File: src/rtl/mem_wb_stage.sv
// rtl/mem_wb_stage.sv - memory access and write-back pipeline stage
module mem_wb_stage #(
   parameter int DATA_W         = 32,
   parameter int RF_ADDR_W      = 4,
   parameter int TIMEOUT_CYCLES = 255
) (
   input  logic                 clk,
   input  logic                 rst_n,
   input  logic                 valid_in,
   output logic                 ready_out,
   input  logic [DATA_W-1:0]    exe_out,
   input  logic                 z_flag,
   input  logic                 is_branch,
   input  logic [DATA_W-1:0]    pc_target,
   input  logic                 needs_wb,
   input  logic                 is_load,
   input  logic                 is_store,
   input  logic [DATA_W-1:0]    store_data,
   input  logic [RF_ADDR_W-1:0] wb_addr,
   output logic                 mem_req,
   output logic                 mem_we,
   output logic [DATA_W-1:0]    mem_addr,
   output logic [DATA_W-1:0]    mem_wdata,
   input  logic [DATA_W-1:0]    mem_rdata,
   input  logic                 mem_ack,
   output logic                 rf_we,
   output logic [RF_ADDR_W-1:0] rf_waddr,
   output logic [DATA_W-1:0]    rf_wdata,
   output logic                 br_taken,
   output logic [DATA_W-1:0]    br_target,
   output logic                 mem_err,
   output logic [31:0]          retired_cnt
);

   typedef enum logic {IDLE, MEM} state_t;

   // Nine bits so that count+1 cannot wrap before matching a limit of 255.
   localparam logic [8:0] TMO_LIMIT = 9'(TIMEOUT_CYCLES);

   state_t                 state, state_nxt;
   logic                   accept, is_mem, ack_hit, tmo_hit;
   logic [7:0]             tmo_cnt;
   logic                   ld_wb;
   logic [RF_ADDR_W-1:0]   ld_waddr;

   assign is_mem  = is_load | is_store;
   assign accept  = (state == IDLE) && ready_out && valid_in;
   assign ack_hit = (state == MEM) && mem_req && mem_ack;
   // An ack on the timeout edge takes priority, so the abort needs !mem_ack.
   assign tmo_hit = (state == MEM) && !mem_ack && (({1'b0, tmo_cnt} + 9'd1) == TMO_LIMIT);

   // State register.
   always_ff @(posedge clk or negedge rst_n) begin
      if (!rst_n) state <= IDLE;
      else        state <= state_nxt;
   end

   // Next state: a memory instruction parks the stage in MEM until ack or timeout.
   always_comb begin
      state_nxt = state;
      case (state)
         IDLE: if (accept && is_mem)     state_nxt = MEM;
         MEM:  if (ack_hit || tmo_hit)   state_nxt = IDLE;
         default:                        state_nxt = IDLE;
      endcase
   end

   // Registered outputs: pulses default low, data outputs hold their last value.
   always_ff @(posedge clk or negedge rst_n) begin
      if (!rst_n) begin
         ready_out   <= 1'b0;
         mem_req     <= 1'b0;
         mem_we      <= 1'b0;
         mem_addr    <= '0;
         mem_wdata   <= '0;
         rf_we       <= 1'b0;
         rf_waddr    <= '0;
         rf_wdata    <= '0;
         br_taken    <= 1'b0;
         br_target   <= '0;
         mem_err     <= 1'b0;
         retired_cnt <= '0;
         tmo_cnt     <= '0;
         ld_wb       <= 1'b0;
         ld_waddr    <= '0;
      end else begin
         rf_we     <= 1'b0;
         br_taken  <= 1'b0;
         mem_err   <= 1'b0;
         ready_out <= (state_nxt == IDLE);
         if (accept) begin
            br_taken  <= is_branch & z_flag;
            br_target <= pc_target;
            if (is_mem) begin
               mem_req   <= 1'b1;
               mem_we    <= is_store;
               mem_addr  <= exe_out;
               mem_wdata <= store_data;
               tmo_cnt   <= '0;
               // A combined load+store behaves as a store: no write-back.
               ld_wb     <= is_load & ~is_store & needs_wb;
               ld_waddr  <= wb_addr;
            end else begin
               rf_we       <= needs_wb;
               rf_waddr    <= wb_addr;
               rf_wdata    <= exe_out;
               retired_cnt <= retired_cnt + 32'd1;
            end
         end else if (ack_hit) begin
            mem_req     <= 1'b0;
            rf_we       <= ld_wb;
            retired_cnt <= retired_cnt + 32'd1;
            if (ld_wb) begin
               rf_waddr <= ld_waddr;
               rf_wdata <= mem_rdata;
            end
         end else if (tmo_hit) begin
            mem_req <= 1'b0;
            mem_err <= 1'b1;
         end else if (state == MEM) begin
            tmo_cnt <= tmo_cnt + 8'd1;
         end
      end
   end

endmodule

File: config.mk
export PLATFORM = sky130hd
export DESIGN_NAME = mem_wb_stage
export DESIGN_NICKNAME = d
export VERILOG_FILES = /design/src/rtl/mem_wb_stage.sv
export SDC_FILE = /design/constraint.sdc
export NUM_CORES = 1
export LEC_CHECK = 0
export CORE_UTILIZATION = 43
export DETAILED_ROUTE_END_ITERATION = 8
export PLACE_DENSITY_LB_ADDON = 0.05
export SETUP_SLACK_MARGIN = 0.3
export SYNTH_ARGS = -nofsm -noshare
export SYNTH_HDL_FRONTEND = slang
export SYNTH_SLANG_ARGS = --single-unit
File: constraint.sdc
create_clock -name clk -period 2.2 [get_ports clk]
set_input_delay 0.44 -clock clk [delete_from_list [all_inputs] [get_ports clk]]
set_output_delay 0.44 -clock clk [all_outputs]
set_load 0.005 [all_outputs]
==> metrics.md, run 1 <==
| Metric | Value |
|---|---|
| Global-route wire length before repair | `31.8 mm` |
| Share of power burned in the clock network | `22.3%` |
| Number of iterations in the first detailed-routing pass | `6` |
| I/O pin cnt | `311` |
| Remaining number of nets flagged by the antenna check after routing | `0` |
| Routability congestion estimate from global placement | `0.828` |
| Number of buffers created by CTS | `17` |
| Stages on worst setup path | `7` |
| Height of the die | `135 um` |
| Maximum clock frequency | `539 MHz` |
| Synth Area in Adders | `0.491%` |
| Outcome | `finished, final reports clean` |
| Area share of the largest cell type after synthesis | `60.3%` |
| Async S/R FF share, synth | `100%` |
| DR WL/cell | `15.2 um` |
| Worst-path cell with the longest stage delay | `sky130_fd_sc_hd__dfrtp_1` |
| Start-to-end type of the worst setup path | `reg2reg` |
| Flop and latch count out of synthesis | `184` |
| Synthesized netlist net count | `923` |
| Final setup fails | `0` |
| Count of buffer and inverter cells on the critical path | `1` |
| PwrDens | `1200 nW/um^2` |
| Source-to-sink clock delay at the later pin of the worst-skew pair | `0.42 ns` |
| Net switching component of the power | `4.44 mW` |
| Max-slew headroom | `62.6%` |
| Worst R2R Path Depth | `7` |
| Startpoint of the lowest-slack register-to-register path | `tmo_cnt[1]` |
| Sequential fraction of the synthesis area | `60.3%` |
| Area Growth Syn to Fin | `55.4%` |
| Longest individual stage delay on the worst path | `0.44 ns` |
| Post-synthesis share of cell area spent on and, or, nand and nor gates | `23.2%` |
| Termination of the worst setup path | `tmo_cnt[2]` |
| RSZ-0062 raised after global routing | `true` |
| Vias after detailed routing | `6,397` |
| Number of global-route vias before repair | `6,106` |
| Aggregate global-route resource usage | `22.6%` |
| Buffers from clock root to sink, at most | `2` |
| Setup crit end kind | `flop` |
| Number of enable-type register cells in the synthesized netlist | `0` |
| Hold Crit Class | `reg2reg` |
| Initial Utilization | `44.2%` |
| Final worst clock skew | `0.0108 ns` |
| PnR Total Power | `14.2 mW` |
| Post-synth design cell area | `7640 um^2` |
| Combinational family with the most area after synthesis | `simple AND/OR/NAND/NOR gates` |
| Number of endpoints with negative hold slack in the final report | `0` |
| Antenna Diode Count | `0` |
| Startpoint of the lowest-slack hold path | `br_target[29]` |
| Total number of H-tree levels | `4` |
| Leading register cell type out of synthesis | `sky130_fd_sc_hd__dfrtp_1` |
| Post-detailed-placement half-perimeter wirelength | `14.5 mm` |
| Utilization after layout | `68.6%` |
| Required arrival time at the worst endpoint | `2.51 ns` |
| Floorplan die area | `18,300 um^2` |
| Max-cap violation count | `0` |
| Layout cell share with drive strength beyond 1 | `7.61%` |
| Int Power | `9.75 mW` |
| Post-synthesis compound-gate area fraction | `4.93%` |
| Number of standard-cell rows in the floorplan | `48` |
| Avg Cell Area, Syn | `9.80 um^2` |
| Vias per cell | `4.77` |
| Number of DRC markers in iteration 0 | `201` |
| Clock transition time at the flip-flop clock pins of the worst setup and hold paths | `0.07 ns` |
| Data arrival time of the worst path | `2.17 ns` |
| Buffer type at the clock tree root | `sky130_fd_sc_hd__clkbuf_16` |
| TritonCTS clock tree | `done` |
| Total wire length after detailed routing | `20.5 mm` |
| Core Box Area | `17,300 um^2` |
| Initial antenna violation count | `0` |
| Final worst-path cycle share | `84.3%` |
| Reported leakage power | `5.54 nW` |
| Ordered cell list for the critical path | `ha_4 -> nand2b_4 -> and2_4 -> o41ai_4 -> buf_4 -> a21oi_1 -> a21o_2` |
| Number of port buffers | `310` |
| Number of warnings issued by yosys | `0` |
| Launch point of the worst path | `tmo_cnt[1]` |
| Yosys cell types | `42` |
| Commonest cells in the synthesized netlist | `352 x sky130_fd_sc_hd__nand2_1, 184 x sky130_fd_sc_hd__dfrtp_1, 42 x sky130_fd_sc_hd__o21ai_0` |
| Final nets | `1,249` |
| Maximum fanout encountered on the critical timing path | `4` |
| Maximum number of pins on one net before global-route repair | `73` |
| Switch share | `31.3%` |
| Die outline width | `135 um` |
| Number of instances in the synthesized netlist | `779` |
| Portion of total power attributed to combinational logic | `39.3%` |
| Most numerous cell in the Yosys netlist | `sky130_fd_sc_hd__nand2_1` |
| Worst VDD drop | `0.666 mV` |
| R2R Path End | `tmo_cnt[2]` |
| XOR/XNOR Fraction of Synth Area | `3.78%` |
| Count of clock tree sinks | `184` |
| Least-Margin Pin Slew | `0.561 ns` |
| Sequential Power Share | `38.5%` |
| Register-to-register setup slack | `0.35 ns` |
| Final min period | `1.85 ns` |
| Leading post-synthesis cells by cell area | `sky130_fd_sc_hd__dfrtp_1 60%, sky130_fd_sc_hd__nand2_1 17%, sky130_fd_sc_hd__mux2i_1 4.8%, sky130_fd_sc_hd__xnor2_1 2.9%, sky130_fd_sc_hd__o21ai_0 2.8%` |
| Mux contribution to synthesized area | `4.85%` |
| Max Transition Viols Final | `0` |
| Worst setup SP type | `flop` |
| Cell accounting for the most synthesized area | `sky130_fd_sc_hd__dfrtp_1` |
| Cell family with the largest share of critical-path delay | `compound AO/OA/AOI/OAI gates` |
| Remaining global-route overflow | `0` |
| Total Negative Setup Slacks | `0 ns` |
| Final routed DRC violation total | `0` |
[area by class of cell]
class	count	area (um^2)
fillers	1415	5430
flip-flops and latches	184	4610
repair buffers	344	3450
multi-input cells	554	2900
clock buffers	19	443
well taps	225	282
clock inverters	12	164
inverters	4	17.5
[cells by family after synthesis]
kind of cell               after synthesis
AOI/OAI and AO/OA                       59
buffers and inverters                   41
DFF                                    184
xor gates and xnor gates                33
adders and majority gates                3
and+or+nand+nor                        422
muxes                                   37
[routing by layer]
layer	global-route usage, %	part of all wire (%)
met1	27.9	42
met2	37.2	48
met3	7.15	7.8
met4	7.87	1.8
met5	0	0
[power by group through the flow]
stage / Combinational [mW] / Clock [mW] / Sequential, mW
2_1_floorplan: 1.96 / 0 / 5.52
4_1_cts: 5.57 / 3.22 / 5.46
6_report: 5.57 / 3.16 / 5.46
3_5_place_dp: 5.55 / 0 / 5.49
5_1_grt: 6.14 / 3.34 / 5.61
3_3_place_gp: 5.46 / 0 / 5.46
[timing repair]
item | in CTS | in global routing
buffers inserted | 0 | 6
gates cloned | 0 | 0
setup endpoints to repair | 8 | 12
gates resized for setup | 1 | 5
pin swaps | 1 | 4
endpoints found under the hold margin | 11 | 0
hold buffers | 1 | 0
[tightest hold or removal path: stages, from the launching register on]
cell and delay, ns:
sky130_fd_sc_hd__dfrtp_1 0.34, sky130_fd_sc_hd__nand2_1 0.05, sky130_fd_sc_hd__nand2_1 0.05
[worst min-delay path by stage]
stage	to	slack (ns)	cells past startpoint
global placement	retired_cnt[16]	0.45	1
CTS	retired_cnt[31]	0.48	1
finish	br_target[29]	0.47	2
floorplan	br_taken	0.14	0
global route	mem_addr[23]	0.50	2
detailed placement	retired_cnt[14]	0.45	1
[state kept, by name, indices dropped and copies added, names as in the netlist]
name	count
mem_err	1
mem_req	1
br_taken	1
rf_wdata	32
mem_wdata	32
rf_we	1
tmo_cnt	8
ld_waddr	4
retired_cnt	32
rf_waddr	4
state	1
ld_wb	1
mem_addr	32
ready_out	1
br_target	32
mem_we	1
[cells in the final DEF (no fill, tap or decap), types with 4 or more instances in the layout]
| cell type | n |
|---|---|
| sky130_fd_sc_hd__clkbuf_16 | 17 |
| sky130_fd_sc_hd__nand2_1 | 352 |
| sky130_fd_sc_hd__and3_1 | 10 |
| sky130_fd_sc_hd__buf_4 | 26 |
| sky130_fd_sc_hd__xor2_1 | 8 |
| sky130_fd_sc_hd__nand4_1 | 10 |
| sky130_fd_sc_hd__buf_12 | 7 |
| sky130_fd_sc_hd__mux2i_1 | 37 |
| sky130_fd_sc_hd__clkinvlp_4 | 4 |
| sky130_fd_sc_hd__dfrtp_1 | 181 |
| sky130_fd_sc_hd__clkdlybuf4s50_1 | 309 |
| sky130_fd_sc_hd__inv_6 | 4 |
| sky130_fd_sc_hd__o21ai_0 | 41 |
| sky130_fd_sc_hd__xnor2_1 | 25 |
| sky130_fd_sc_hd__nor2_1 | 11 |
| sky130_fd_sc_hd__nand3_1 | 19 |
[per-stage QoR]
| step | hold WS, ns | worst slack (ns) | std cells | area (um^2) |
|---|---|---|---|---|
| floorplan | 0.144 | 0.304 | 779 | 7640 |
| global placement | 0.451 | 0.0552 | 1304 | 11200 |
| detailed placement | 0.449 | 0.0203 | 1304 | 11200 |
| CTS | 0.477 | 0.308 | 1336 | 11800 |
| global route | 0.495 | 0.269 | 1342 | 11900 |
| finish | 0.471 | 0.346 | 1342 | 11900 |
No activity file was read; power rests on OpenSTA's default activity.
==> inputs of run 2 (changes only) <==
CORE_UTILIZATION = 39   (was 43)
clock period = 1.7 ns   (was 2.2 ns; I/O delays follow)
==> run 2 against run 1 <==
- the run now ends with setup timing left
- final cell count rose by 18%
- count of clock-buffer cells in the layout fell by 1
- critical path depth did not move
- die area rose by 10%
- first-iteration DRC count rose by 51%
- core utilization rose by 11 points
- total power rose by 64%
- combinational power rose by 120%
- via count rose by 24%
- maximum frequency rose by 2.1%
- non-clock buffer count rose by 201
- global-route usage rose by 6.6 points
- highest routed layer unchanged
==> metrics.md, run 2 (same netlist as run 1, synthesis figures left out) <==
| Metric | Value |
|---|---|
| Outcome | `finished, violations left` |
| Violated checks | `setup timing` |
| Number of DRC markers in iteration 0 | `303` |
| Area taken by multi-input logic gates | `3960 um^2` |
| Final worst clock skew | `0.0145 ns` |
| TritonCTS clock tree | `done` |
| PwrDens | `1530 nW/um^2` |
| Total wire length after detailed routing | `31.4 mm` |
| Area Growth Syn to Fin | `98.7%` |
| Post-detailed-placement half-perimeter wirelength | `14.9 mm` |
| Final routed DRC violation total | `0` |
| Number of global-route vias before repair | `7,621` |
| Number of buffers created by CTS | `17` |
| Die outline width | `142 um` |
| Buffers from clock root to sink, at most | `2` |
| Total of fill cells in the finished design | `1,175` |
| Max-slew headroom | `69.1%` |
| Layout cell share with drive strength beyond 1 | `47.1%` |
| Final nets | `1,452` |
| Clock transition time at the flip-flop clock pins of the worst setup and hold paths | `0.07 ns` |
| Start-to-end type of the worst setup path | `reg2reg` |
| Aggregate global-route resource usage | `29.2%` |
| Area taken by flip-flops and latches | `4610 um^2` |
| Core Box Area | `19,000 um^2` |
| Count of clock tree sinks | `184` |
| Data arrival time of the worst path | `2.14 ns` |
| Number of endpoints with negative hold slack in the final report | `0` |
| Setup WS post-layout | `-0.115 ns` |
| Remaining number of nets flagged by the antenna check after routing | `0` |
| Final worst-path cycle share | `107%` |
| Setup crit end kind | `flop` |
| Worst VDD drop | `0.941 mV` |
| Vias after detailed routing | `7,921` |
| Place WS | `-0.334 ns` |
| Total number of H-tree levels | `4` |
| Routability congestion estimate from global placement | `0.764` |
| Max Transition Viols Final | `0` |
| Leading cell types in the layout, fill and taps excluded | `181 x sky130_fd_sc_hd__dfrtp_1, 180 x sky130_fd_sc_hd__nand2_1, 139 x sky130_fd_sc_hd__clkdlybuf4s50_1` |
| Initial Utilization | `40.3%` |
| Number of standard-cell rows in the floorplan | `50` |
| DR WL/cell | `19.8 um` |
| Final setup fails | `78` |
| Most common cell after layout, fill and taps aside | `sky130_fd_sc_hd__dfrtp_1` |
| Hold Crit Class | `in2async` |
| Maximum fanout encountered on the critical timing path | `5` |
| Final min period | `1.82 ns` |
| Source-to-sink clock delay at the later pin of the worst-skew pair | `0.44 ns` |
| Remaining global-route overflow | `0` |
| RSZ-0062 raised after global routing | `true` |
| Worst setup SP type | `flop` |
| Utilization after layout | `80.0%` |
| Floorplan die area | `20,100 um^2` |
| Least-Margin Pin Slew | `0.459 ns` |
| Max-cap violation count | `0` |
| Number of iterations in the first detailed-routing pass | `5` |
| Required arrival time at the worst endpoint | `2.03 ns` |
| Initial antenna violation count | `2` |
| Maximum number of pins on one net before global-route repair | `66` |
| Buffer type at the clock tree root | `sky130_fd_sc_hd__clkbuf_16` |
| Number of port buffers | `310` |
| Maximum clock frequency | `551 MHz` |
| Global-route wire length before repair | `43.6 mm` |
| I/O pin cnt | `311` |
| Reported leakage power | `7.47 nW` |
| Vias per cell | `5.00` |
| Height of the die | `142 um` |
[run 2: cell types whose count changed in the layout (fill, tap and decap cells not counted), sizes merged, moves of 3 or more]
cell / previous run / this run
clkdlybuf4s15: 0 / 58
diode: 0 / 3
inv: 8 / 12
buf: 34 / 247
clkdlybuf4s50: 309 / 139
clkbuf: 19 / 118
[run 2: report_power, final]
| part | switching (mW) | leakage (nW) | internal [mW] |
|---|---|---|---|
| Sequential | 1.20 | 2.34 | 6.05 |
| Combinational | 5.29 | 4.86 | 6.76 |
| Clock | 1.89 | 0.275 | 2.06 |
[run 2: critical path: stages (launching register included)]
cell	delay [ns]
sky130_fd_sc_hd__dfrtp_1	0.44
sky130_fd_sc_hd__and3b_4	0.37
sky130_fd_sc_hd__buf_6	0.12
sky130_fd_sc_hd__buf_12	0.13
sky130_fd_sc_hd__buf_12	0.14
sky130_fd_sc_hd__buf_16	0.14
sky130_fd_sc_hd__mux2i_4	0.28
sky130_fd_sc_hd__o21ai_4	0.07
[run 2: path summary, 6_finish.rpt]
kind,start,end,slack (ns),depth (start not counted)
min in group clk,store_data[16],mem_wdata[16],0.42,3
max in group asynchronous,rst_n,tmo_cnt[1],0.64,3
worst max-delay path,state,rf_wdata[8],-0.12,7
worst min-delay path,rst_n,rf_wdata[10],0.37,2
worst max register to register,state,rf_wdata[8],-0.12,7
worst min register to register,mem_addr[22],mem_addr[22],0.47,2
[run 2: layer usage]
| metal | track usage [%] | wire (um) | up-vias |
|---|---|---|---|
| li1 | - | - | 3620 |
| met1 | 35.5 | 12100 | 3915 |
| met4 | 12.6 | 1080 | 0 |
| met5 | 0 | 0 | - |
| met2 | 49.9 | 16200 | 319 |
| met3 | 6.73 | 2010 | 67 |
[run 2: per-stage QoR]
stage                     setup TNS (ns)  cell area (um^2)  total power [mW]  cells  hold slack, ns
final                              -2.45             15200              23.2   1584           0.365
after CTS                         -0.143             14300              21.1   1524           0.379
after detailed placement          -29.35             11500              14.6   1367           0.264
after global placement            -26.06             11500              14.4   1367           0.266
after global routing               -7.24             15200              24.3   1584           0.391
after floorplan                  -0.0741              7800              9.90    779          0.0444
[run 2: final cells by class]
class,count,share of cell area (%)
timing repair buffer,545,37.5
sequential,184,30.4
clock buffer,18,2.83
clock inverter,14,0.899
multi-input combinational,556,26.1
antenna,3,0.0495
inverter,4,0.115
tap,260,2.14
[run 2: timing repair]
action | CTS | global route
endpoints found under the hold margin | 30 | 0
hold buffers | 1 | 0
buffers inserted | 90 | 51
setup endpoints to repair | 337 | 305
cloned | 34 | 6
resized for setup | 620 | 322
pin swaps | 140 | 126
==> inputs of run 3 (changes only) <==
CORE_UTILIZATION = 43   (was 39)
clock period = 1.8 ns   (was 1.7 ns; I/O delays follow)
==> run 3 against run 2 <==
- the run now ends clean
- core utilization increased by 5.9 points
- routed wire length shrank 5.6%
- total power is 10% lower
- maximum frequency increased by 1.1%
- global-route usage down 1.0 points
- sequential share of layout area rose by 0.64 points
- flip-flop and latch count is the same
- cell area down 2.0%
- register-to-register slack gained 0.12 ns
- largest power group unchanged
- sequential power fell by 4.0%
- hold slack better by 0.067 ns
==> metrics.md, run 3 (same netlist as run 1, synthesis figures left out) <==
| Metric | Value |
|---|---|
| DR WL/cell | `20.0 um` |
| Max Transition Viols Final | `0` |
| Buffer type at the clock tree root | `sky130_fd_sc_hd__clkbuf_16` |
| Source-to-sink clock delay at the later pin of the worst-skew pair | `0.43 ns` |
| Routability congestion estimate from global placement | `0.750` |
| Hold Crit Class | `in2async` |
| Final worst-path cycle share | `99.7%` |
| R2R Path End | `tmo_cnt[2]` |
| RSZ-0062 raised after global routing | `true` |
| Least-Margin Pin Slew | `0.442 ns` |
| Vias after detailed routing | `7,607` |
| Place WS | `-0.240 ns` |
| Count of clock tree sinks | `184` |
| Data arrival time of the worst path | `2.12 ns` |
| Final min period | `1.80 ns` |
| Number of buffers created by CTS | `17` |
| Required arrival time at the worst endpoint | `2.12 ns` |
| Total of fill cells in the finished design | `898` |
| Maximum number of pins on one net before global-route repair | `47` |
| Total wire length after detailed routing | `29.6 mm` |
| Post-Place Cells | `1,327` |
| Vias per cell | `5.15` |
| Worst setup SP type | `flop` |
| Number of DRC markers in iteration 0 | `373` |
| Termination of the worst setup path | `tmo_cnt[2]` |
| Post-detailed-placement half-perimeter wirelength | `15.5 mm` |
| Number of endpoints with negative hold slack in the final report | `0` |
| Max-cap violation count | `0` |
| Worst VDD drop | `0.903 mV` |
| Remaining number of nets flagged by the antenna check after routing | `0` |
| Remaining global-route overflow | `0` |
| PnR Total Power | `20.8 mW` |
| Area taken by flip-flops and latches | `4610 um^2` |
| Maximum clock frequency | `557 MHz` |
| Outcome | `finished, final reports clean` |
| Maximum fanout encountered on the critical timing path | `8` |
| Total number of H-tree levels | `4` |
| Fraction of met1 tracks used by global routing | `33.9%` |
| Start-to-end type of the worst setup path | `reg2reg` |
| Height of the die | `135 um` |
| Layout cell share with drive strength beyond 1 | `39.5%` |
| Fin area | `14,900 um^2` |
| Area Growth Syn to Fin | `94.6%` |
| Aggregate global-route resource usage | `28.2%` |
| Final worst clock skew | `0.00870 ns` |
| Buffers from clock root to sink, at most | `2` |
| Number of global-route vias before repair | `7,275` |
| Number of standard-cell rows in the floorplan | `48` |
| Leading cell types in the layout, fill and taps excluded | `179 x sky130_fd_sc_hd__dfrtp_1, 167 x sky130_fd_sc_hd__nand2_1, 139 x sky130_fd_sc_hd__clkdlybuf4s50_1` |
| Core Box Area | `17,300 um^2` |
| Worst R2R Path Depth | `7` |
| Total Negative Setup Slacks | `0 ns` |
| PwrDens | `1400 nW/um^2` |
| Clock transition time at the flip-flop clock pins of the worst setup and hold paths | `0.07 ns` |
| Floorplan die area | `18,300 um^2` |
| Register-to-register setup slack | `0.005 ns` |
| Global routing met3 resource utilization | `7.48%` |
| Startpoint of the lowest-slack register-to-register path | `tmo_cnt[0]` |
| Most Crowded Layer GR | `met2` |
| Area taken by multi-input logic gates | `4230 um^2` |
| Final setup fails | `0` |
| Most common cell after layout, fill and taps aside | `sky130_fd_sc_hd__dfrtp_1` |
| Setup crit end kind | `flop` |
| Global-route wire length before repair | `38.9 mm` |
| Met2 track demand over resource in global routing | `48.0%` |
| Number of iterations in the first detailed-routing pass | `4` |
| TritonCTS clock tree | `done` |
| Die outline width | `135 um` |
| Initial antenna violation count | `1` |
| Setup WS post-layout | `0.00475 ns` |
| Initial Utilization | `44.2%` |
| Max-slew headroom | `70.5%` |
| I/O pin cnt | `311` |
| Non-filler instance count after layout | `1,478` |
| Final routed DRC violation total | `0` |
| Final nets | `1,384` |
| Number of port buffers | `310` |
| Reported leakage power | `7.42 nW` |
| Instance area at placement | `11,500 um^2` |
| Launch point of the worst path | `tmo_cnt[0]` |
-- run 3: cell count changes in the layout (fill, tap and decap cells not counted), moves of 13 or more --
cell,delta
sky130_fd_sc_hd__nand2_1,-13
sky130_fd_sc_hd__o21ai_1,-17
sky130_fd_sc_hd__clkbuf_2,-86
sky130_fd_sc_hd__buf_6,-22
sky130_fd_sc_hd__dlygate4sd2_1,+117
sky130_fd_sc_hd__buf_4,-38
sky130_fd_sc_hd__o21ai_2,+15
sky130_fd_sc_hd__nand2_4,+16
sky130_fd_sc_hd__buf_16,-16
sky130_fd_sc_hd__clkdlybuf4s15_1,-16
-- run 3: worst min path at each step --
stage                           endpoint  slack, ns  cells after the start
after global routing       br_target[24]       0.47                      3
after CTS                  mem_wdata[20]       0.44                      3
after floorplan                 br_taken       0.06                      0
after global placement    retired_cnt[7]       0.33                      1
final                     retired_cnt[6]       0.43                      2
after detailed placement  retired_cnt[6]       0.34                      1
-- run 3: layout make-up --
class                           count  share of cell area [%]
Antenna cell                        1                  0.0168
Sequential cell                   184                    31.0
Clock inverter                     10                   0.816
Timing Repair Buffer              478                    34.5
Clock buffer                       21                    3.16
Tap cell                          225                    1.89
Inverter                            4                   0.118
Multi-Input combinational cell    555                    28.5
-- run 3: what timing repair did --
| action | 4_1_cts | 5_1_grt |
|---|---|---|
| buffers inserted | 67 | 18 |
| gates cloned | 19 | 14 |
| resized for setup | 305 | 408 |
| setup endpoints to repair | 277 | 185 |
| hold endpoints to repair | 39 | 0 |
| hold buffers | 1 | 0 |
| pin swaps | 47 | 202 |
-- run 3: worst max-delay path, cell delays in order, from the launching register on --
cell and delay, ns:
sky130_fd_sc_hd__dfrtp_1 0.40, sky130_fd_sc_hd__ha_2 0.21, sky130_fd_sc_hd__nand2b_4 0.14, sky130_fd_sc_hd__and2_4 0.15, sky130_fd_sc_hd__o41ai_4 0.39, sky130_fd_sc_hd__buf_6 0.18, sky130_fd_sc_hd__a21oi_2 0.03, sky130_fd_sc_hd__a21o_2 0.18
-- run 3: per-stage QoR --
stage               utilization, %  hold slack [ns]
floorplan                        -           0.0644
global placement              66.3            0.335
detailed placement            66.3            0.339
CTS                           75.9            0.439
global route                  85.9            0.474
finish                        85.9            0.433
-- run 3: power breakdown --
group	leakage [nW]	total [mW]	internal [mW]	switching, mW
combinational	4.80	10.1	5.53	4.53
sequential	2.33	6.96	5.72	1.25
clock	0.289	3.78	2.16	1.63
total	7.42	20.8	13.4	7.40
-- run 3: per-layer routing --
layer	wire length (um)	share of wire [%]
met3	2030	6.9
met1	11100	38
met2	15500	52
met5	0	0
met4	984	3.3
